## config.mk

```make
export PLATFORM = sky130hd
export DESIGN_NAME = bpm_link_arbiter
export DESIGN_NICKNAME = d
export VERILOG_FILES = /design/src/rtl/bpm_link_arbiter.sv
export SDC_FILE = /design/constraint.sdc
export NUM_CORES = 1
export LEC_CHECK = 0
export ABC_AREA = 0
export CORE_ASPECT_RATIO = 1.1
export CORE_MARGIN = 2
export CORE_UTILIZATION = 25
export CTS_BUF_LIST = sky130_fd_sc_hd__clkbuf_8
export DETAILED_ROUTE_END_ITERATION = 8
export PLACE_DENSITY_LB_ADDON = 0.05
export RECOVER_POWER = 50
export SKIP_CTS_REPAIR_TIMING = 1
export SLEW_MARGIN = 20
export SYNTH_ARGS = -nofsm -noshare
export SYNTH_HDL_FRONTEND = slang
export SYNTH_SLANG_ARGS = --single-unit
```

## constraint.sdc

```tcl
create_clock -name clk -period 12.35 [get_ports clk]
set_clock_uncertainty 0.2 [all_clocks]
set_input_delay 2.47 -clock clk [delete_from_list [all_inputs] [get_ports clk]]
set_output_delay 2.47 -clock clk [all_outputs]
set_load 0.01 [all_outputs]
```

## src/rtl/bpm_link_arbiter.sv

```systemverilog
// bpm_link_arbiter: merges the CCW/CW BPM Aurora RX streams into one AXI-Stream.
// Each link has a packet FIFO with a speculative write pointer. Only complete,
// well-formed, non-duplicate 5-word packets are committed. The output side
// round-robins whole packets between the two links.
// Optional feature macro: BPM_ARB_DEDUP_EN enables the per-FA-cycle seen-bitmap
// duplicate filter. Without it, every valid packet is forwarded and cnt_dup stays 0.
module bpm_link_arbiter #(
  parameter int          FIFO_AW = 4,
  parameter logic [15:0] MAGIC   = 16'hA5BE,
  parameter int          CNT_W   = 16
) (
  input  logic             clk,
  input  logic             rst,
  input  logic             FAstrobe,
  input  logic [31:0]      ccw_tdata,
  input  logic             ccw_tvalid,
  input  logic             ccw_tlast,
  input  logic [31:0]      cw_tdata,
  input  logic             cw_tvalid,
  input  logic             cw_tlast,
  output logic [31:0]      out_tdata,
  output logic             out_tvalid,
  output logic             out_tlast,
  input  logic             out_tready,
  output logic             out_src,
  output logic [CNT_W-1:0] cnt_fwd,
  output logic [CNT_W-1:0] cnt_dup,
  output logic [CNT_W-1:0] cnt_err
);
  localparam int DEPTH = 1 << FIFO_AW;
  localparam int PW    = FIFO_AW + 1;
  typedef logic [PW-1:0] ptr_t;
  typedef enum logic [1:0] {W_IDLE, W_ACCEPT, W_DISCARD} wr_state_t;
  typedef enum logic {RD_ARB, RD_SEND} rd_state_t;

  function automatic logic [CNT_W-1:0] sat_add(input logic [CNT_W-1:0] a, input logic [1:0] b);
    logic [CNT_W:0] s;
    s = {1'b0, a} + {{(CNT_W-1){1'b0}}, b};
    return s[CNT_W] ? {CNT_W{1'b1}} : s[CNT_W-1:0];
  endfunction

  // Link 0 = CCW, link 1 = CW
  logic [1:0][31:0] in_data;
  logic [1:0]       in_vld, in_last;
  assign in_data = {cw_tdata, ccw_tdata};
  assign in_vld  = {cw_tvalid, ccw_tvalid};
  assign in_last = {cw_tlast, ccw_tlast};

  logic [31:0] mem_q [2][DEPTH];
  wr_state_t   wst_q [2], wst_d [2];
  logic [2:0]  bcnt_q [2], bcnt_d [2];
  ptr_t        spec_q [2], spec_d [2], cmt_q [2], cmt_d [2], rd_q [2], rd_d [2];
  ptr_t        start_q [2], start_d [2], pend_end_q [2], pend_end_d [2];
  ptr_t        pcnt_q [2], pcnt_d [2], base [2], free [2];
  logic [8:0]  idx_q [2], idx_d [2], pidx_q [2], pidx_d [2];
  logic [1:0]  pend_q, pend_d, cmt_ok, dup, err, wr_en, avail, dec;
  logic [FIFO_AW-1:0] wr_addr [2];
  logic [31:0] rdata [2];

  rd_state_t   rstate_q, rstate_d;
  logic        gsel_q, gsel_d, prio_q, prio_d, gsel_n, gnt, load_ok;
  logic [2:0]  rbeat_q, rbeat_d;
  logic        otv_q, otv_d, otl_q, otl_d, osrc_q, osrc_d;
  logic [31:0] otd_q, otd_d;
  logic [CNT_W-1:0] cnt_fwd_q, cnt_err_q;

`ifdef BPM_ARB_DEDUP_EN
  logic [511:0] seen_q, seen_d, seen_eff;
  logic         fa_q, fa_rise;
  logic [CNT_W-1:0] cnt_dup_q;
  assign fa_rise = FAstrobe && !fa_q;
  assign cnt_dup = cnt_dup_q;
`else
  logic unused_ok;
  assign unused_ok = ^{FAstrobe, pidx_q[0], pidx_q[1]};
  assign cnt_dup   = '0;
`endif

  // Commit resolution for packets completed last cycle, then per-link write FSMs
  always_comb begin
`ifdef BPM_ARB_DEDUP_EN
    // A new FA cycle wipes the bitmap before this cycle's commits are recorded
    seen_eff  = fa_rise ? '0 : seen_q;
    cmt_ok[0] = pend_q[0] && !seen_eff[pidx_q[0]];
    cmt_ok[1] = pend_q[1] && !seen_eff[pidx_q[1]] && !(cmt_ok[0] && pidx_q[0] == pidx_q[1]);
    dup       = pend_q & ~cmt_ok;
    seen_d    = seen_eff;
    for (int l = 0; l < 2; l++)
      if (cmt_ok[l]) seen_d[pidx_q[l]] = 1'b1;
`else
    cmt_ok = pend_q;
    dup    = '0;
`endif
    err   = '0;
    wr_en = '0;
    for (int l = 0; l < 2; l++) begin
      wst_d[l]      = wst_q[l];
      bcnt_d[l]     = bcnt_q[l];
      cmt_d[l]      = cmt_ok[l] ? pend_end_q[l] : cmt_q[l];
      start_d[l]    = start_q[l];
      idx_d[l]      = idx_q[l];
      pidx_d[l]     = pidx_q[l];
      pend_end_d[l] = pend_end_q[l];
      pend_d[l]     = 1'b0;
      // A rejected duplicate rolls back to the committed pointer; a header
      // arriving in the same cycle is written at the rolled-back location.
      base[l]       = dup[l] ? cmt_q[l] : spec_q[l];
      free[l]       = ptr_t'(DEPTH) - (base[l] - rd_q[l]);
      spec_d[l]     = base[l];
      wr_addr[l]    = spec_q[l][FIFO_AW-1:0];
      case (wst_q[l])
        W_IDLE: if (in_vld[l]) begin
          idx_d[l] = in_data[l][8:0];
          if (in_data[l][31:16] == MAGIC && free[l] >= ptr_t'(5)) begin
            if (in_last[l]) err[l] = 1'b1;
            else begin
              wr_en[l]   = 1'b1;
              wr_addr[l] = base[l][FIFO_AW-1:0];
              spec_d[l]  = base[l] + 1'b1;
              start_d[l] = base[l];
              bcnt_d[l]  = 3'd1;
              wst_d[l]   = W_ACCEPT;
            end
          end else begin
            err[l] = 1'b1;
            if (!in_last[l]) wst_d[l] = W_DISCARD;
          end
        end
        W_ACCEPT: if (in_vld[l]) begin
          wr_en[l]  = 1'b1;
          spec_d[l] = spec_q[l] + 1'b1;
          bcnt_d[l] = bcnt_q[l] + 3'd1;
          if (bcnt_q[l] == 3'd4) begin
            if (in_last[l]) begin
              pend_d[l]     = 1'b1;
              pidx_d[l]     = idx_q[l];
              pend_end_d[l] = spec_q[l] + 1'b1;
              wst_d[l]      = W_IDLE;
            end else begin
              err[l]    = 1'b1;
              spec_d[l] = start_q[l];
              wst_d[l]  = W_DISCARD;
            end
          end else if (in_last[l]) begin
            err[l]    = 1'b1;
            spec_d[l] = start_q[l];
            wst_d[l]  = W_IDLE;
          end
        end
        W_DISCARD: if (in_vld[l] && in_last[l]) wst_d[l] = W_IDLE;
        default: wst_d[l] = W_IDLE;
      endcase
    end
  end

  // Committed packets visible to the arbiter include this cycle's commits
  always_comb begin
    for (int l = 0; l < 2; l++) begin
      rdata[l]  = mem_q[l][rd_q[l][FIFO_AW-1:0]];
      avail[l]  = (pcnt_q[l] != '0) || cmt_ok[l];
      dec[l]    = gnt && (gsel_n == 1'(l));
      pcnt_d[l] = pcnt_q[l] + ptr_t'(cmt_ok[l]) - ptr_t'(dec[l]);
    end
  end

  // Read side: packet-granular round-robin feeding a registered AXI output stage
  always_comb begin
    rstate_d = rstate_q;
    gsel_d   = gsel_q;
    prio_d   = prio_q;
    rbeat_d  = rbeat_q;
    otv_d    = otv_q;
    otl_d    = otl_q;
    otd_d    = otd_q;
    osrc_d   = osrc_q;
    gnt      = 1'b0;
    gsel_n   = prio_q;
    for (int l = 0; l < 2; l++) rd_d[l] = rd_q[l];
    load_ok  = !otv_q || out_tready;
    if (otv_q && out_tready) begin
      otv_d = 1'b0;
      otl_d = 1'b0;
    end
    case (rstate_q)
      RD_ARB: if (load_ok && (avail[0] || avail[1])) begin
        gsel_n         = (avail[0] && avail[1]) ? prio_q : avail[1];
        gnt            = 1'b1;
        gsel_d         = gsel_n;
        prio_d         = ~gsel_n;
        rbeat_d        = 3'd1;
        rstate_d       = RD_SEND;
        otv_d          = 1'b1;
        otl_d          = 1'b0;
        otd_d          = rdata[gsel_n];
        osrc_d         = gsel_n;
        rd_d[gsel_n]   = rd_q[gsel_n] + 1'b1;
      end
      RD_SEND: if (load_ok) begin
        otv_d          = 1'b1;
        otl_d          = (rbeat_q == 3'd4);
        otd_d          = rdata[gsel_q];
        rd_d[gsel_q]   = rd_q[gsel_q] + 1'b1;
        rbeat_d        = rbeat_q + 3'd1;
        if (rbeat_q == 3'd4) rstate_d = RD_ARB;
      end
      default: rstate_d = RD_ARB;
    endcase
  end

  // FIFO storage; emptiness is tracked by the pointers so no reset is needed
  always_ff @(posedge clk) begin
    for (int l = 0; l < 2; l++)
      if (wr_en[l]) mem_q[l][wr_addr[l]] <= in_data[l];
  end

  // State, pointers, output stage and counters
  always_ff @(posedge clk) begin
    if (rst) begin
      for (int l = 0; l < 2; l++) begin
        wst_q[l] <= W_IDLE;     bcnt_q[l] <= '0;      spec_q[l] <= '0;
        cmt_q[l] <= '0;         rd_q[l] <= '0;        start_q[l] <= '0;
        pend_end_q[l] <= '0;    pcnt_q[l] <= '0;      idx_q[l] <= '0;
        pidx_q[l] <= '0;
      end
      pend_q    <= '0;
      rstate_q  <= RD_ARB;
      gsel_q    <= 1'b0;
      prio_q    <= 1'b0;
      rbeat_q   <= '0;
      otv_q     <= 1'b0;
      otl_q     <= 1'b0;
      otd_q     <= '0;
      osrc_q    <= 1'b0;
      cnt_fwd_q <= '0;
      cnt_err_q <= '0;
    end else begin
      for (int l = 0; l < 2; l++) begin
        wst_q[l] <= wst_d[l];   bcnt_q[l] <= bcnt_d[l]; spec_q[l] <= spec_d[l];
        cmt_q[l] <= cmt_d[l];   rd_q[l] <= rd_d[l];     start_q[l] <= start_d[l];
        pend_end_q[l] <= pend_end_d[l];  pcnt_q[l] <= pcnt_d[l];
        idx_q[l] <= idx_d[l];   pidx_q[l] <= pidx_d[l];
      end
      pend_q    <= pend_d;
      rstate_q  <= rstate_d;
      gsel_q    <= gsel_d;
      prio_q    <= prio_d;
      rbeat_q   <= rbeat_d;
      otv_q     <= otv_d;
      otl_q     <= otl_d;
      otd_q     <= otd_d;
      osrc_q    <= osrc_d;
      cnt_err_q <= sat_add(cnt_err_q, {1'b0, err[0]} + {1'b0, err[1]});
      if (otv_q && out_tready && otl_q) cnt_fwd_q <= sat_add(cnt_fwd_q, 2'd1);
    end
  end

`ifdef BPM_ARB_DEDUP_EN
  // Seen bitmap, FA edge history and duplicate counter
  always_ff @(posedge clk) begin
    if (rst) begin
      seen_q    <= '0;
      fa_q      <= 1'b0;
      cnt_dup_q <= '0;
    end else begin
      seen_q    <= seen_d;
      fa_q      <= FAstrobe;
      cnt_dup_q <= sat_add(cnt_dup_q, {1'b0, dup[0]} + {1'b0, dup[1]});
    end
  end
`endif

  assign out_tdata  = otd_q;
  assign out_tvalid = otv_q;
  assign out_tlast  = otl_q;
  assign out_src    = osrc_q;
  assign cnt_fwd    = cnt_fwd_q;
  assign cnt_err    = cnt_err_q;
endmodule
```

==> out/metrics.yaml, run 1 <==
powerDensity_mw_per_mm2: 184.5
hold_ws_ns: 0.2636
grt_usage: 0.1499
die_area_mm2: 0.1862
arrival_ns: 8.81
synth_area_leaders: "edfxtp_1, mux4_2, dfxtp_1, a211oi_1, mux2i_1"
grt_overflow_total: 0
tns_ns: 0
synthArstFlopShare: 0
layout_setup_ws_ns: 4.138
ir_drop_v: 0.0001044
synth_edf_count: 1024
clock_latency_ns: 0.92
synth_cells: 2415
gr-usage-met3: 0.03285
avgSynthCellArea_um2: 18.92
max_slew_margin: -0.8981
cts_buffer_depth: 3
place_ws_ns: 4.900
use_met1: 0.1868
setup_violations: 0
hold_viol: 0
synth-main-ff-cell: "edfxtp_1"
vias: 23910
cp_max_fo: 48
cp-startpoint: "rst"
ys_ff_latch: 1149
cts_sinks: 1149
drive_above_1_share: 0.2252
crit_type: "in2reg"
busiest_layer: "met2"
cp_top_family: "buffers and inverters"
gp_congestion: 0.7182
fmax_ghz: 0.1218
fin_util: 0.2980
slowest_stage: "clkbuf_1"
die_w_um: 411.6
ios: 155
synthesis.area_mm2: 0.04568
grt_start_max_net_pins: 69
cts_tree: "built"
clkTransAtPathRegs_ns: 0.05
synth_cell_types: 71
post_drt_wl_per_cell_um: 26.45
period_minus_slack_ns: 8.212
max_stage_delay_ns: 1.73
cts-root-buf: "clkbuf_8"
maxCapViolCount: 4
crit_buf_inv: 4
status: "complete, but fails checks"
die_height_um: 452.3
fin_crit_sh: 0.6649
grt_pass1_vias: 25970
antenna_found_initial: 43
slew_viol_final: 126
synth_top_area_share: 0.6731
crit_path_start_kind: "primary input"
design_area_mm2: 0.05411
grt_pass1_wl_mm: 195.1
dr.pass1.iters: 9
start_util: 0.2515
synth_common_cells: "edfxtp_1, mux4_2, a211oi_1"
failed_checks: "DRC, capacitance limit, slew limit"
min_from: "out_tdata[3]"
fp-row-count: 164
worstPathCellList: "clkbuf_1 -> clkbuf_1 -> inv_1 -> and2_2 -> clkbuf_1 -> a211o_1"
drt_iter0_drc: 1525
routed_via_density: 4.539
nets: 2815
cts_max_level: 4
portBuffers: 137
worst_pin_slew_ns: 2.847
routed_wl_mm: 139.3
use_met2: 0.2601
drc: 25
crit_top_cell: "clkbuf_1"
design.core.area_mm2: 0.1816
yosysMostFrequentCell: "edfxtp_1"
ys.warnings.count: 0
cp.required_ns: 12.95
rsz0062_at_grt: "false"
ant_nets: 0
fillers: 17910
synthToLayoutAreaGrowth_pct: 18.45
yosysTopAreaCell: "edfxtp_1"
hp-class: "reg2reg"
endpoint_kind: "register"
dpl.hpwl_mm: 74.45
cts_buffers: 208
r2r_start: "rd_q[0][0]"
p_leak_uw: 0.01706
placed_cell_area_mm2: 0.05025
synth_seq_area_share: 0.7279
[path summary, 6_finish.rpt]
kind / to / cells after the start / slack, ns
max: out_tdata[10] / 6 / 4.14
min: out_tdata[3] / 1 / 0.26
max reg2reg: cnt_err[0] / 18 / 7.34
min reg2reg: out_tdata[3] / 1 / 0.26
[per-layer routing]
layer  vias up  wire [um]
met5         -         91
met4        14       2903
met3       248       6185
met2       533      70230
met1     12740      59920
li1      10370          -
[logic make-up (layout without fill, tap and decap cells)]
group,Yosys count,count (layout),share of synthesized area
flops,1149,1149,0.7279
buf+inv,210,635,0.01986
xor+xnor,39,39,0.008080
compound gates,304,304,0.04708
other cells,1,22,0.00008209
mux,343,343,0.1454
fa+ha+maj,53,53,0.01534
simple gates,316,316,0.03627
[report_power, final]
| group | switching [uW] | total [uW] | internal, uW |
|---|---|---|---|
| logic | 1130 | 2090 | 961 |
| registers | 192 | 4500 | 4310 |
| clock network | 1660 | 3390 | 1730 |
| total | 2980 | 9990 | 7000 |
[state kept, by name, indices dropped and copies added, names as in the netlist, named ones only]
name / flops
mem_q: 1024
out_tdata: 32
cnt_err: 16
cnt_fwd: 16
pcnt_q: 10
rd_q: 10
spec_q: 10
start_q: 10
bcnt_q: 6
wst_q: 4
rbeat_q: 3
cmt_ok: 2
out_src: 1
out_tlast: 1
out_tvalid: 1
prio_q: 1
rstate_q: 1
[worst reg2reg max path, cell delays in order, from the launching register on]
cell and delay [ns]:
dfxtp_4 0.78, inv_1 0.23, ha_1 0.24, inv_1 0.05
ha_1 0.16, inv_1 0.06, fa_1 0.44, xor2_1 0.19
o21a_1 0.16, o21ai_0 0.11, nand2_1 0.10, o311ai_0 0.14
buf_4 0.20, fa_1 0.42, inv_1 0.07, ha_1 0.24
nand4_1 0.25, or3_1 0.67, a21oi_1 0.23
[layout by cell type (no fill, tap or decap), drive strengths merged, types with 7 or more instances in the layout]
master,netlist,routed
edfxtp,1024,1024
mux4,256,256
clkbuf,84,226
inv,56,137
a211oi,137,137
dfxtp,125,125
dlygate4sd3,0,100
mux2i,84,84
nor2,84,84
nor2b,75,75
clkinv,0,65
a21oi,62,62
buf,70,62
nand2,52,52
ha,48,48
clkdlybuf4s50,0,36
a211o,33,33
nand3,26,26
xor2,23,23
o21ai,21,21
nor3,18,18
conb,1,16
xnor2,14,14
nand4,9,9
and3,8,8
a31oi,7,7
[layout make-up]
| type | count | area, um2 | share of cell area |
|---|---|---|---|
| tap | 2407 | 3012 | 0.05566 |
| inverter | 56 | 210.2 | 0.003885 |
| sequential | 1149 | 33280 | 0.6151 |
| timing repair buffer | 204 | 1866 | 0.03448 |
| antenna | 6 | 15.01 | 0.0002775 |
| clock inverter | 155 | 853.3 | 0.01577 |
| multi-input combinational | 1071 | 11840 | 0.2189 |
| clock buffer | 220 | 3028 | 0.05596 |
[metrics by stage]
step / total power [uW] / std cells
detailed placement: 6766 / 4887
global route: 10520 / 5264
global placement: 6749 / 4887
floorplan: 5954 / 2430
finish: 9985 / 5268
CTS: 10240 / 5262
(Power assumes the default switching activity.)
==> run 2, diff against run 1 <==
==> constraint.sdc (replaced) <==
create_clock -name clk -period 6.9 [get_ports clk]
set_clock_uncertainty 0.2 [all_clocks]
set_input_delay 1.38 -clock clk [delete_from_list [all_inputs] [get_ports clk]]
set_output_delay 1.38 -clock clk [all_outputs]
set_load 0.01 [all_outputs]
==> run 2 against run 1 <==
  * The run still ends with DRC, capacitance limit, slew limit left
  * Cell area increased by 0.59%
  * Die area unchanged
  * Sequential share of layout area shrank 0.36 points
  * Largest power group unchanged
  * Via count is 0.41% lower
  * First-iteration DRC count fell by 2.6%
  * Final cell count grew 0.57%
  * Core utilization grew 0.18 points
  * Power increased by 78%
  * Worst setup slack worse by 2.5 ns
  * Sequential power grew 81%
  * Critical endpoint is now cnt_err[7]
  * Combinational power up 76%
  * Count of clock-buffer cells in the layout fell by 1
==> out/metrics.yaml, run 2 (synthesis gave the netlist of run 1 again) <==
min_from: "out_tdata[30]"
fin_crit_sh: 0.7626
cts_max_level: 4
largest_reg_flops: 1024
nets: 2832
die_w_um: 411.6
powerDensity_mw_per_mm2: 327.2
gp_congestion: 0.7020
cts_buffers: 207
rsz0062_at_grt: "false"
design.core.area_mm2: 0.1816
hold_viol: 0
ant_nets: 0
portBuffers: 137
status: "complete, but fails checks"
drive_above_1_share: 0.2274
crit_type: "in2reg"
r2r_start: "rd_q[0][0]"
period_minus_slack_ns: 5.262
tns_ns: 0
timing.rr.end: "cnt_err[7]"
routed_wl_mm: 139.0
synthToLayoutAreaGrowth_pct: 19.15
slew_viol_final: 122
setup_violations: 0
cp_max_fo: 17
endpoint_kind: "register"
ir_drop_v: 0.0002381
routed_via_density: 4.495
cts_tree: "built"
worst-r2r-cell-count: 18
hold_end: "out_tdata[30]"
grt_pass1_wl_mm: 194.6
dr.pass1.iters: 9
grt_pass1_vias: 25580
p_leak_uw: 0.01719
ios: 155
antenna_found_initial: 36
dpl.hpwl_mm: 78.15
layout_commonest_cell: "edfxtp_1"
cp.required_ns: 7.37
clkTransAtPathRegs_ns: 0.06
failed_checks: "DRC, capacitance limit, slew limit"
fp-row-count: 164
fillers: 17830
drt_iter0_drc: 1486
max_slew_margin: -0.8371
worst_pin_slew_ns: 2.756
grt_start_max_net_pins: 114
hp-class: "reg2reg"
arrival_ns: 5.73
cts-root-buf: "clkbuf_8"
die_area_mm2: 0.1862
die_height_um: 452.3
post_drt_wl_per_cell_um: 26.23
clock_latency_ns: 0.92
fmax_ghz: 0.1900
maxCapViolCount: 3
vias: 23810
grt_usage: 0.1489
r2r_setup_slack_ns: 2.03
crit_path_start_kind: "primary input"
grt_overflow_total: 0
start_util: 0.2515
drc: 25
hold_ws_ns: 0.2622
final_cell_mix: "edfxtp_1, mux4_2, clkbuf_8"
cts_sinks: 1149
cts_buffer_depth: 3
min_path_cells: 1
[run 2: cell types whose count changed in the layout (fill, tap and decap cells not counted), sizes merged]
cell / before / now
clkbuf: 226 / 235
clkinvlp: 5 / 6
clkdlybuf4s50: 36 / 21
buf: 62 / 70
diode: 6 / 10
clkinv: 65 / 80
dlygate4sd3: 100 / 115
inv: 137 / 130
[run 2: cell type report]
type	instances	area [um2]	share of cell area
clock inverter	164	813.3	0.01494
inverter	56	210.2	0.003862
sequential	1149	33280	0.6115
antenna	10	25.02	0.0004598
tap	2407	3012	0.05533
timing repair buffer	222	2197	0.04037
clock buffer	219	3014	0.05538
multi-input combinational	1071	11870	0.2182
[run 2: how the worst max path moves through the flow]
stage                  start       endpoint  slack, ns  cells after the start
3_5_place_dp   ccw_tdata[27]     cnt_err[9]       0.90                     12
3_3_place_gp   ccw_tdata[27]     cnt_err[1]       0.96                     12
6_report       ccw_tdata[21]     cnt_err[7]       1.64                     13
2_1_floorplan     rd_q[0][0]  mem_q[0][384]       1.32                     15
4_1_cts           rd_q[0][0]     cnt_err[7]       1.86                     18
5_1_grt        ccw_tdata[21]     cnt_err[3]       1.20                     13
[run 2: routing by layer]
metal	wire (um)	GRT usage	up-vias	part of all wire
met5	71	0	-	0.00051
met4	3111	0.04584	10	0.022
met3	5894	0.03108	236	0.042
met2	70890	0.2580	507	0.51
met1	59020	0.1854	12630	0.42
li1	-	-	10430	-
[run 2: power by group]
part | switching, uW | internal, uW | total, uW | leakage (uW)
combinational | 1970 | 1710 | 3680 | 0.00475
clock | 2920 | 3070 | 5990 | 0.00222
sequential | 426 | 7710 | 8140 | 0.0102
[run 2: through the flow]
stage / worst slack (ns) / utilization / power, uW / cells / instance area [um2]
global placement: 0.9636 / 0.2787 / 12110 / 4905 / 50620
floorplan: 1.324 / - / 10660 / 2430 / 45740
global route: 1.201 / 0.2996 / 18770 / 5292 / 54410
detailed placement: 0.8983 / 0.2788 / 12120 / 4905 / 50630
CTS: 1.861 / 0.2999 / 18280 / 5288 / 54460
finish: 1.638 / 0.2997 / 17810 / 5298 / 54430
[run 2: worst max-delay path, stage by stage]
cell and delay, ns:
dlygate4sd3_1 0.52, clkbuf_1 0.80, nand4b_1 0.29, nor4_4 0.67
nand2_1 0.15, o311ai_0 0.37, buf_4 0.22, fa_1 0.21
inv_1 0.05, ha_1 0.23, nand4_1 0.22, or3_1 0.47
a21oi_1 0.14
